## config.mk

```make
export PLATFORM = sky130hd
export DESIGN_NAME = btn_onehot_capture
export DESIGN_NICKNAME = d
export VERILOG_FILES = /design/src/rtl/btn_onehot_capture.sv
export SDC_FILE = /design/constraint.sdc
export NUM_CORES = 1
export LEC_CHECK = 0
export BUFFER_PORTS_ARGS = -buffer_cell sky130_fd_sc_hd__buf_4
export CAP_MARGIN = 15
export CORE_MARGIN = 2
export CORE_UTILIZATION = 55
export CTS_BUF_LIST = sky130_fd_sc_hd__clkbuf_4 sky130_fd_sc_hd__clkbuf_8
export DETAILED_ROUTE_END_ITERATION = 12
export PLACE_DENSITY = 0.75
export SLEW_MARGIN = 0
export SYNTH_ARGS = -nofsm -noshare
export SYNTH_HDL_FRONTEND = slang
export SYNTH_SLANG_ARGS = --single-unit
```

## constraint.sdc

```tcl
create_clock -name clk -period 3.35 [get_ports clk]
set_input_delay 0.67 -clock clk [delete_from_list [all_inputs] [get_ports clk]]
set_output_delay 0.67 -clock clk [all_outputs]
set_load 0.005 [all_outputs]
```

## src/rtl/btn_onehot_capture.sv

```systemverilog
// Push-button front end for the 4-to-2 encoder: sync, debounce, press detect,
// priority resolve, and hold a one-hot request until the consumer acks.
//
//   state | meaning
//   IDLE  | no request outstanding, onehot = 000, next press is accepted
//   HOLD  | one request latched on onehot, waiting for ack; presses are dropped
module btn_onehot_capture #(
   parameter int DEB_CYCLES = 4,
   parameter int CNT_W      = 3
) (
   input  logic       clk,
   input  logic       rst,
   input  logic [3:1] btn_raw,
   input  logic       ack,
   output logic [3:1] onehot,
   output logic       valid,
   output logic       overrun
);

   typedef enum logic {
      IDLE = 1'b0,
      HOLD = 1'b1
   } state_t;

   localparam logic [CNT_W-1:0] CNT_LAST = CNT_W'(DEB_CYCLES - 1);

   state_t           state, state_n;
   logic [3:1]       sync1, btn_s, deb, deb_d, press, win;
   logic             multi;
   logic [3:1]       onehot_n;
   logic             overrun_n;
   logic [CNT_W-1:0] cnt [3:1];

   always_ff @(posedge clk) begin
      if (rst) begin
         sync1 <= '0;
         btn_s <= '0;
         deb   <= '0;
         deb_d <= '0;
         for (int i = 1; i <= 3; i++) cnt[i] <= '0;
      end else begin
         sync1 <= btn_raw;
         btn_s <= sync1;
         deb_d <= deb;
         // any sample agreeing with deb restarts the count, so bounces never accumulate
         for (int i = 1; i <= 3; i++) begin
            if (btn_s[i] == deb[i]) begin
               cnt[i] <= '0;
            end else if (cnt[i] == CNT_LAST) begin
               deb[i] <= btn_s[i];
               cnt[i] <= '0;
            end else begin
               cnt[i] <= cnt[i] + 1'b1;
            end
         end
      end
   end

   assign press = deb & ~deb_d;
   assign multi = (press[3] & (press[2] | press[1])) | (press[2] & press[1]);

   always_comb begin
      win = 3'b000;
      if (press[3])      win = 3'b100;
      else if (press[2]) win = 3'b010;
      else if (press[1]) win = 3'b001;
   end

   always_comb begin
      state_n   = state;
      onehot_n  = onehot;
      overrun_n = overrun;
      case (state)
         IDLE: begin
            if (|press) begin
               onehot_n = win;
               state_n  = HOLD;
               if (multi) overrun_n = 1'b1;
            end
         end
         HOLD: begin
            if (|press) overrun_n = 1'b1;
            if (ack) begin
               onehot_n = 3'b000;
               state_n  = IDLE;
            end
         end
         default: begin
            onehot_n = 3'b000;
            state_n  = IDLE;
         end
      endcase
   end

   always_ff @(posedge clk) begin
      if (rst) begin
         state   <= IDLE;
         onehot  <= 3'b000;
         overrun <= 1'b0;
      end else begin
         state   <= state_n;
         onehot  <= onehot_n;
         overrun <= overrun_n;
      end
   end

   assign valid = (state == HOLD);

endmodule
```

# --- Yosys cells after proc, flatten, opt, wreduce, memory -nomap -nowiden ---
# Memories as Yosys holds them, arrays and structs flattened.
# Index checks and enable logic that the tools add are counted.
totals:
  regBits: 17
  latch_bits: 0
  ram_bits: 9
  mem_bits_ro: 0
  in_bits: 6
  word_cells: 105
  n_memories: 1
classes:
  addsub: 3
  n_mul: 0
  div: 0
  magnitude_cmp: 0
  n_eq_ne: 10
  shifts: 0
  muxes: 57
  bitwise: 19
  n_reduce_logical: 6
memory_table:
  columns: ["memory", "words", "width", "read_ports", "rd_ports_with_merged_regs", "write_ports", "line", "source"]
  rows:
  - ["cnt", 3, 3, 3, 0, 3, "32", "logic [CNT_W-1:0] cnt [3:1];"]
ops:
  columns: ["operator", "count"]
  rows:
  - ["$mux W1", 41]
  - ["$mux W3", 12]
  - ["$or A1 B1 Y1", 11]
  - ["$add A3 B1 Y3 const B", 3]
  - ["$eq A3 B2 Y1 const B", 3]
  - ["$reduce_and A2 Y1", 4]
  - ["$ne A2 B2 Y1 const B", 3]
  - ["$pmux W3 S2", 1]
  - ["$not A1 Y1", 4]
  - ["$pmux W1 S2", 2]
  - ["$and A3 B3 Y3", 1]
  - ["$eq A1 B1 Y1", 3]
  - ["$not A3 Y3", 1]
  - ["$reduce_and A3 Y1", 1]
  - ["$reduce_or A3 Y1", 1]
  - ["$and A1 B1 Y1", 2]
  - ["$mux W2", 1]
  - ["$ne A2 B1 Y1 const B", 1]

# --- Longest topological paths before layout ---
logic_depth:
  depth_word: 8
  mapped_depth: 4
  ltp_nobuf: 4

# --- Worst setup path before layout ---
# No wires, ideal clock.
synth_path:
  path_type: "input -> register"
  from: "input port rst"
  to: "register cnt[0][10] (netlist name)"
  arrival_ns: 1.316
  t_required_ns: 3.211
  slack_ns: 1.895
  stages: 3
  path_buffers: 1
  cell_sequence: "clkbuf_1 > or3_1 > nor2_1"
synth_lines:
  columns: ["item", "line", "source"]
  rows:
  - ["from (decl)", "12", "input logic rst,"]

# --- Worst setup path in the final report ---
layout_path:
  from: "register state, in the netlist valid"
  to: "output port valid"
layout_lines:
  columns: ["item", "line", "source"]
  rows:
  - ["from (decl)", "27", "state_t state, state_n;"]
  - ["from (signal assigned)", "101", "state <= state_n;"]
  - ["to (decl)", "16", "output logic valid,"]
# No word-level cell between the ends.

==> impl_metrics.yaml <==
floorplan:
  die_height_microns: 48.6
  core-area_sq_um: 1920
  die_w_microns: 48.6
  core.rowCount: 16
  io_pins: 11
  start_util_pct: 56.9
  die_area_sq_um: 2360
timing:
  period_share_pct: 51.0
  slew_viol_final: 0
  setup_tns_ns: 0
  hold_violations: 0
  finalCriticalPeriod_ns: 1.71
  fmaxAchievable_mhz: 585
  skew_ns: 0.00509
  grt_setup_unrepaired: "no"
  setup_viol: 0
cells_and_area:
  diodes: 0
  fin_area_sq_um: 1240
  final_net_count: 128
  layout_common_cells: "dfxtp_1, nor2_1, nor2b_1, buf_4"
  multi_input_area_sq_um: 463
  regArea_sq_um: 611
  stdcell_count: 142
  syn2layout_area_growth_pct: 13.6
  drive_gt1_share_pct: 16.5
  final_common_cell: "dfxtp_1"
  fill_cells: 169
critical_path:
  cpPeakStageDelay_ns: 0.55
  required_ns: 2.68
  end_kind: "output pin"
  critical_path.startpoint_type: "flop"
  rr_startpoint: "cnt[0][3]"
  rr_endpoint: "cnt[0][3]"
  rr_worst_depth: 4
  path_max_fanout: 12
  rrSetupSlack_ns: 1.88
  critPathBufInv: 1
  cp_top_family: "flip-flops"
  path_depth: 1
  slowest_stage: "dfxtp_1"
  critPathKind: "flop to output pin"
  crit_chain: "buf_4"
  worstPathArrival_ns: 1.04
cts:
  htreeDepth: 1
  cts_hold_buf: 0
  cts_sinks: 26
  postCtsSetupRepairBufs: 0
  worstSkewPairLatency_ns: 0.31
  root_buffer: "clkbuf_4"
  cts_tree: "done"
  cts_resized: 0
  clockBufferDepth: 2
  clk_pin_slew_worst_paths_ns: 0.12
  cts-buffers-inserted: 3
route:
  vias: 710
  dr.first_iter.drc_count: 4
  final_antenna_net_count: 0
  finalWirelength_mm: 1.45
  routedWlPerCell_microns: 10.2
  via_per_inst: 5.00
  first_pass_iters: 4
  drcViolationCount: 0
power:
  p_int_w: 0.000405
  vdd_drop_max_uv: 263
  switching_share_pct: 20.3
  p_comb_share_pct: 5.7
  power_leakage_nw: 0.518
  clkPwrFrac_pct: 27.3
  p_seq_share_pct: 67.0
  p_per_area_nw_per_um2: 409
  p_switching_w: 0.000103
yosys:
  synth.cell_area_sq_um: 1090
  synth_top_area_share_pct: 31.1
  synthCells: 96
  muxShareOfSynthArea_pct: 2.75
  synthFlopType: "dfxtp_1"
  synth_compound_area_share_pct: 6.75
  synth-async-reset-ratio_pct: 0
  ys_warn_count: 0
  ys_types: 29
  ys_ff_latch: 26
  postSynthAreaPerCell_sq_um: 11.4
  synthSimpleGateAreaFrac_pct: 20.5
  synth_top_area_cell: "dfxtp_1"
  synth_top_family_by_area: "simple AND/OR/NAND/NOR gates"
  synth_edf_count: 9
  synthXorXnorAreaFrac_pct: 2.40
  synthAdderAreaFrac_pct: 6.86
  ys_top_cells_by_area: "dfxtp_1, edfxtp_1, ha_1"
  seq_area_frac_synth_pct: 55.8
global_route:
  grt_max_degree: 24
  gr-usage-met3_pct: 3.70
  grt.total_usage_pct: 14.3
  grt_overflow: 0
  grt_util_met1_pct: 16.6
  grt_use_met2_pct: 23.8
  grt_pass1_vias: 645
  grt_most_used_layer: "met2"
  antenna_found_initial: 0
  grt_pass1_wl_mm: 2.58
placed_design:
  place_area_sq_um: 1210
  io_buffers: 10
  dp_hpwl_mm: 1.10
  gp_congestion: 0.746
  dp_cells: 138
flow_run:
  maxCapViolations: 0
worst_hold_path:
  hold_depth: 1
  hold-path-endpoint: "btn_s[2]"
  hp-start: "sync1[2]"
  hold_path_class: "flop to flop"
run_status:
  outcome: "complete, no violations"
per-stage QoR:
| stage | setup slack (ns) | hold WS, ns | util [%] | total power [W] |
|---|---|---|---|---|
| 3_3_place_gp | 1.71 | 0.420 | 63.1 | 0.000375 |
| 3_5_place_dp | 1.70 | 0.432 | 63.1 | 0.000377 |
| 6_report | 1.64 | 0.458 | 64.6 | 0.000508 |
| 4_1_cts | 1.61 | 0.459 | 64.6 | 0.000518 |
| 5_1_grt | 1.56 | 0.462 | 64.6 | 0.000534 |
| 2_1_floorplan | 1.90 | 0.414 | - | 0.000367 |
cell families after synthesis:
kind of cell | after synthesis
AO/OA/AOI/OAI | 8
XOR/XNOR | 3
adder cells (fa/ha/maj) | 6
buffers and inverters | 11
flip-flops | 26
multiplexers | 3
other | 1
AND/OR/NAND/NOR | 38
worst reg2reg max path: cells and delay by family (launching register included):
| kind | cells | cell delay (ns) |
|---|---|---|
| and+or+nand+nor | 2 | 0.51 |
| adders and majority gates | 2 | 0.42 |
| DFF | 1 | 0.41 |
final cells by class:
class,count,area share (%)
tap,27,2.72
multi-input combinational,67,37.3
inverter,8,2.42
sequential,26,49.1
timing repair buffer,10,6.04
clock buffer,4,2.42
layer usage:
| metal | part of all wire (%) | vias up | wire [microns] |
|---|---|---|---|
| met5 | 0 | - | 0 |
| met2 | 51 | 6 | 742 |
| met4 | 0.83 | 0 | 12 |
| met1 | 45 | 340 | 644 |
| li1 | - | 362 | - |
| met3 | 3.2 | 2 | 46 |
power by group through the flow:
stage,Sequential [W],Clock [W],Combinational (W)
finish,0.000340,0.000139,0.0000291
global route,0.000341,0.000159,0.0000340
CTS,0.000340,0.000148,0.0000295
detailed placement,0.000348,0,0.0000293
global placement,0.000347,0,0.0000280
floorplan,0.000346,0,0.0000217
cells in the mapped netlist, drive strengths merged, types with 2 or more instances:
master and instances:
inv 8, nor2b 10, a31o 2, ha 6, or3b 2, or3 3, xnor2 3, edfxtp 9
mux2i 3, a211oi 2, buf 2, nor2 12, dfxtp 17, and2b 2, nand2b 2, nor4 4
registers in the layout, indices dropped and copies added, names as in the netlist:
register  cells
btn_s         3
deb           3
valid         1
cnt           9
sync1         3
overrun       1
deb_d         3
onehot        3
worst max-delay path by stage:
stage / startpoint / end / slack (ns)
final: valid / valid / 1.64
after global routing: valid / valid / 1.56
after CTS: valid / valid / 1.61
after detailed placement: rst / onehot[2] / 1.70
after global placement: rst / onehot[2] / 1.71
after floorplan: rst / cnt[0][10] / 1.90
Power figures use the tool's default switching activity.
